`src/rtl/ota_bitstream_decimator.sv`:
```
// ota_bitstream_decimator: counts ones of the comparator bitstream over a
// programmable window (64..512 cycles), scales the count to an 8-bit sample
// and offers it on a valid/ready port with a sticky overrun flag.
module ota_bitstream_decimator (
  input  logic       clk,
  input  logic       rst_n,
  input  logic       enable,
  input  logic       bit_in,
  input  logic [1:0] osr_sel,
  input  logic       clear_ovr,
  output logic [7:0] sample,
  output logic       sample_valid,
  input  logic       sample_ready,
  output logic       overrun,
  output logic       busy
);

  localparam int unsigned CNT_W = 9;   // window counter, up to 511
  localparam int unsigned TOT_W = 10;  // ones total, up to 512
  localparam int unsigned SCL_W = 11;  // scaled value before saturation
  localparam int unsigned SMP_W = 8;   // output sample width

  typedef enum logic [1:0] {
    ST_IDLE  = 2'd0,
    ST_PRIME = 2'd1,
    ST_ACCUM = 2'd2
  } state_t;

  state_t             r_state;
  state_t             w_next_state;
  logic               r_sync1;
  logic               r_sync2;
  logic               r_prime_cnt;
  logic [CNT_W-1:0]   r_cnt;
  logic [TOT_W-1:0]   r_ones;
  logic [1:0]         r_osr;
  logic [SMP_W-1:0]   r_sample;
  logic               r_valid;
  logic               r_overrun;
  logic               r_busy;

  logic               w_win_end;
  logic [CNT_W-1:0]   w_last;
  logic [TOT_W-1:0]   w_total;
  logic [SCL_W-1:0]   w_scaled;
  logic [SMP_W-1:0]   w_sample_next;
  logic               w_xfer;
  logic               w_load;
  logic               w_drop;

  // Two-flop synchronizer for the asynchronous comparator bit
  always_ff @(posedge clk or negedge rst_n) begin
    if (!rst_n) begin
      r_sync1 <= 1'b0;
      r_sync2 <= 1'b0;
    end else begin
      r_sync1 <= bit_in;
      r_sync2 <= r_sync1;
    end
  end

  // State register
  always_ff @(posedge clk or negedge rst_n) begin
    if (!rst_n) begin
      r_state <= ST_IDLE;
    end else begin
      r_state <= w_next_state;
    end
  end

  // Last counter value of the active window (N-1)
  always_comb begin
    w_last = CNT_W'(63);
    case (r_osr)
      2'd0:    w_last = CNT_W'(63);
      2'd1:    w_last = CNT_W'(127);
      2'd2:    w_last = CNT_W'(255);
      default: w_last = CNT_W'(511);
    endcase
  end

  // Next-state logic; enable low aborts from any state
  always_comb begin
    w_next_state = r_state;
    w_win_end    = 1'b0;
    case (r_state)
      ST_IDLE: begin
        if (enable) w_next_state = ST_PRIME;
      end
      ST_PRIME: begin
        if (r_prime_cnt) w_next_state = ST_ACCUM;
      end
      ST_ACCUM: begin
        if (r_cnt == w_last) w_win_end = 1'b1;
      end
      default: w_next_state = ST_IDLE;
    endcase
    if (!enable) begin
      w_next_state = ST_IDLE;
      w_win_end    = 1'b0;
    end
  end

  // Two-cycle prime counter that lets the synchronizer flush
  always_ff @(posedge clk or negedge rst_n) begin
    if (!rst_n) begin
      r_prime_cnt <= 1'b0;
    end else if (r_state == ST_PRIME && enable) begin
      r_prime_cnt <= ~r_prime_cnt;
    end else begin
      r_prime_cnt <= 1'b0;
    end
  end

  // Window length is captured on PRIME entry and at each window boundary
  always_ff @(posedge clk or negedge rst_n) begin
    if (!rst_n) begin
      r_osr <= 2'd0;
    end else if ((r_state == ST_IDLE && w_next_state == ST_PRIME) || w_win_end) begin
      r_osr <= osr_sel;
    end
  end

  // Ones accumulator and window counter; cleared outside ACCUM and at window end
  always_ff @(posedge clk or negedge rst_n) begin
    if (!rst_n) begin
      r_cnt  <= '0;
      r_ones <= '0;
    end else if (r_state == ST_ACCUM && enable && !w_win_end) begin
      r_cnt  <= r_cnt + CNT_W'(1);
      r_ones <= r_ones + TOT_W'(r_sync2);
    end else begin
      r_cnt  <= '0;
      r_ones <= '0;
    end
  end

  // Window total scaled to 256 full-scale and saturated to 8 bits
  always_comb begin
    w_total  = r_ones + TOT_W'(r_sync2);
    w_scaled = SCL_W'(w_total);
    case (r_osr)
      2'd0:    w_scaled = SCL_W'(w_total) << 2;
      2'd1:    w_scaled = SCL_W'(w_total) << 1;
      2'd2:    w_scaled = SCL_W'(w_total);
      default: w_scaled = SCL_W'(w_total) >> 1;
    endcase
    if (w_scaled > SCL_W'(255)) begin
      w_sample_next = SMP_W'(255);
    end else begin
      w_sample_next = w_scaled[SMP_W-1:0];
    end
  end

  // Handshake decode: load on free slot or same-edge transfer, else drop
  always_comb begin
    w_xfer = r_valid && sample_ready;
    w_load = w_win_end && (!r_valid || w_xfer);
    w_drop = w_win_end && r_valid && !w_xfer;
  end

  // Output sample register and valid flag
  always_ff @(posedge clk or negedge rst_n) begin
    if (!rst_n) begin
      r_sample <= '0;
      r_valid  <= 1'b0;
    end else if (w_load) begin
      r_sample <= w_sample_next;
      r_valid  <= 1'b1;
    end else if (w_xfer) begin
      r_valid  <= 1'b0;
    end
  end

  // Sticky overrun; a drop on the same edge as a clear keeps it set
  always_ff @(posedge clk or negedge rst_n) begin
    if (!rst_n) begin
      r_overrun <= 1'b0;
    end else if (w_drop) begin
      r_overrun <= 1'b1;
    end else if (clear_ovr) begin
      r_overrun <= 1'b0;
    end
  end

  // Registered busy, high while PRIME or ACCUM
  always_ff @(posedge clk or negedge rst_n) begin
    if (!rst_n) begin
      r_busy <= 1'b0;
    end else begin
      r_busy <= (w_next_state != ST_IDLE);
    end
  end

  assign sample       = r_sample;
  assign sample_valid = r_valid;
  assign overrun      = r_overrun;
  assign busy         = r_busy;

endmodule

```
`config.mk`:
```
export PLATFORM = sky130hd
export DESIGN_NAME = ota_bitstream_decimator
export DESIGN_NICKNAME = d
export VERILOG_FILES = /design/src/rtl/ota_bitstream_decimator.sv
export SDC_FILE = /design/constraint.sdc
export NUM_CORES = 1
export LEC_CHECK = 0
export CAP_MARGIN = 20
export CORE_ASPECT_RATIO = 0.9
export CORE_MARGIN = 8
export CORE_UTILIZATION = 44
export CTS_CLUSTER_SIZE = 10
export DETAILED_ROUTE_END_ITERATION = 16
export GPL_ROUTABILITY_DRIVEN = 1
export MAX_ROUTING_LAYER = met4
export PLACE_DENSITY_LB_ADDON = 0.08
export SLEW_MARGIN = 20
export SYNTH_ARGS = -nofsm -noshare
export SYNTH_HDL_FRONTEND = slang
export SYNTH_SLANG_ARGS = --single-unit
```
`constraint.sdc`:
```
create_clock -name clk -period 2.7 [get_ports clk]
set_input_delay 0.405 -clock clk [delete_from_list [all_inputs] [get_ports clk]]
set_output_delay 0.405 -clock clk [all_outputs]
set_load 0.01 [all_outputs]
```
==> impl_metrics.env <==
export IMPL_outcome="complete, no violations"
export IMPL_cts_buffer_depth=2
export IMPL_gp_congestion=0.8246
export IMPL_arrival_ns=2.34
export IMPL_crit_fanout=8
export IMPL_row_count=23
export IMPL_r2r_slack_ns=0.52
export IMPL_p_leak_uw=0.0009214
export IMPL_layout_commonest_cell="dfrtp_1"
export IMPL_synthToLayoutAreaGrowth_pct=16.16
export IMPL_period_needed_ns=2.183
export IMPL_synthFlopType="dfrtp_1"
export IMPL_ir_worst_vdd_v=0.0002319
export IMPL_worstMarginPinSlew_ns=0.8192
export IMPL_fin_crit_sh=0.8086
export IMPL_ys_async_sr_fraction=1.000
export IMPL_worst_setup_path_end_kind="flip-flop"
export IMPL_fp_dieArea_um2=6802
export IMPL_fmaxAchievable_ghz=0.4580
export IMPL_clk_pin_slew_worst_paths_ns=0.07
export IMPL_drtAntennaViolNets=0
export IMPL_cp_start_kind="flip-flop"
export IMPL_rsz0062_at_grt="no"
export IMPL_power_density_nw_per_um2=482.8
export IMPL_syn_avg_cell_area_um2=9.814
export IMPL_wire_per_inst_um=14.11
export IMPL_die_x_um=86.05
export IMPL_cts_root_buf="clkbuf_8"
export IMPL_synth_edf_count=0
export IMPL_ys_ff_latch=37
export IMPL_final_cell_mix="dfrtp_1 (37), nor2_1 (33), clkdlybuf4s50_1 (17), nand2_1 (14), a21oi_1 (11)"
export IMPL_io_buffers=18
export IMPL_hpwl_mm=2.883
export IMPL_drtIter0Drc=80
export IMPL_drv_cap=0
export IMPL_grt_max_degree=38
export IMPL_final_max_slew_viol_count=0
export IMPL_num_antenna_cells=0
export IMPL_initial_core_util=0.4472
export IMPL_syn_inst=198
export IMPL_finalClockSkew_ns=0.006005
export IMPL_drive_gt1_frac=0.1147
export IMPL_io_pin_count=19
export IMPL_setup_viol=0
export IMPL_hp_class="in -> async"
export IMPL_cts_sinks=37
export IMPL_cts_buffers=5
export IMPL_seq_area_frac_synth=0.4765
export IMPL_relSlewSlack=0.4538
export IMPL_drtPass1Iterations=4
export IMPL_syn_area_um2=1943
export IMPL_fin_tns_setup_ns=0
export IMPL_htree_levels=2
export IMPL_ys_types=43
export IMPL_grt_pass1_wl_mm=6.651
export IMPL_grt_usage=0.1268
export IMPL_synth_warnings=0
export IMPL_cts_tree="yes"
export IMPL_worstPathRequired_ns=2.86
export IMPL_syn_nets=210
export IMPL_wirelength_mm=3.952
export IMPL_cts_setup_buffers=0
export IMPL_drcViolationCount=0
export IMPL_post_drt_via_cell_ratio=5.189
export IMPL_die_h_um=79.05
export IMPL_finalHoldViolCount=0
export IMPL_cts_resized=0
export IMPL_grt_ovfl_total=0
export IMPL_coreArea_um2=4345
export IMPL_antenna_found_initial=0
export IMPL_nets=229
export IMPL_critPathKind="reg -> reg"
export IMPL_hold_buffers=0
export IMPL_clkLatencyLatePin_ns=0.28
export IMPL_p_total_uw=1090
export IMPL_grt_pass1_vias=1456
export IMPL_vias=1453
-- through the flow --
step / setup WS, ns / hold slack (ns) / instance area, um2 / std cells / util
final: 0.5168 / 0.2048 / 2257 / 280 / 0.5194
after global routing: 0.3834 / 0.2710 / 2257 / 280 / 0.5194
after CTS: 0.5257 / 0.2320 / 2257 / 280 / 0.5194
after detailed placement: 0.4445 / 0.3418 / 2175 / 272 / 0.5004
after global placement: 0.5178 / 0.3375 / 2175 / 272 / 0.5004
after floorplan: 0.7746 / 0.1094 / 1943 / 198 / -
-- layer usage --
layer / share of wire / global-route usage / vias to the layer above / wire length [um]
met1: 0.43 / 0.1308 / 706 / 1690
met5: 0 / - / - / 0
li1: - / - / 720 / -
met3: 0.034 / 0.03505 / 5 / 136
met4: 0.0096 / 0.03671 / 0 / 38
met2: 0.53 / 0.2298 / 22 / 2087
-- report_power, final --
part	switching [uW]	total (uW)	internal [uW]	leakage [uW]
Clock	191	370	179	0.0000450
Combinational	76.0	133	57.2	0.000374
Sequential	21.1	586	565	0.000503
Total	288	1090	801	0.000921
-- worst paths after layout --
| kind | from | end | cells past startpoint |
|---|---|---|---|
| worst min-delay path | rst_n | r_ones[5] | 1 |
| max in group asynchronous | rst_n | r_prime_cnt | 1 |
| worst max register to register | r_sync2 | sample[3] | 8 |
| min in group clk | r_sync1 | r_sync2 | 0 |
| worst max-delay path | r_sync2 | sample[3] | 8 |
| worst min register to register | r_sync1 | r_sync2 | 0 |
-- cell families after synthesis --
group,count (synthesis),share of synthesized area
adders and majority gates,4,0.02576
DFF,37,0.4765
buffers and inverters,15,0.03413
xor gates and xnor gates,15,0.06761
AOI/OAI and AO/OA,40,0.1500
muxes,9,0.04829
and+or+nand+nor,78,0.1977
-- final cells by class --
type | instances | area, um2
Multi-Input combinational cell | 146 | 950.9
Sequential cell | 37 | 925.9
Fill cell | 392 | 2088
Inverter | 6 | 22.52
Clock inverter | 2 | 10.01
Clock buffer | 6 | 72.57
Timing Repair Buffer | 21 | 197.7
Tap cell | 62 | 77.57
-- registers in the layout, indices dropped and copies added, names as in the netlist --
register and cells:
r_sync2 1, busy 1, r_prime_cnt 1, r_cnt 9
r_sync1 1, r_state 2, sample_valid 1, sample 8
r_osr 2, overrun 1, r_ones 10
-- worst max-delay path, cell delays in order, from the launching register on --
cell and delay, ns:
dfrtp_1 0.40, ha_1 0.20, ha_1 0.27, nand4_1 0.18, o21ai_0 0.11, a22oi_1 0.31, o311ai_2 0.20, a21boi_4 0.28
a21oi_1 0.11
-- synth_stat cells, types with 2 or more instances --
library cell | n | area, um2
a21boi_0 | 2 | 15.01
a21oi_1 | 11 | 55.05
a21oi_2 | 2 | 17.52
a31oi_1 | 2 | 12.51
and3_1 | 5 | 31.28
buf_2 | 6 | 30.03
clkbuf_2 | 2 | 10.01
dfrtp_1 | 37 | 925.9
ha_1 | 4 | 50.05
inv_1 | 6 | 22.52
mux2_2 | 3 | 33.78
mux2i_1 | 6 | 60.06
nand2_1 | 14 | 52.55
nand2b_1 | 4 | 25.02
nand3_1 | 8 | 40.04
nand3_2 | 2 | 20.02
nor2_1 | 33 | 123.9
nor3b_1 | 2 | 15.01
o21ai_0 | 9 | 45.04
o21bai_1 | 2 | 15.01
o22ai_1 | 3 | 18.77
xnor2_1 | 9 | 78.83
xor2_1 | 6 | 52.55
(Power assumes the default switching activity.)
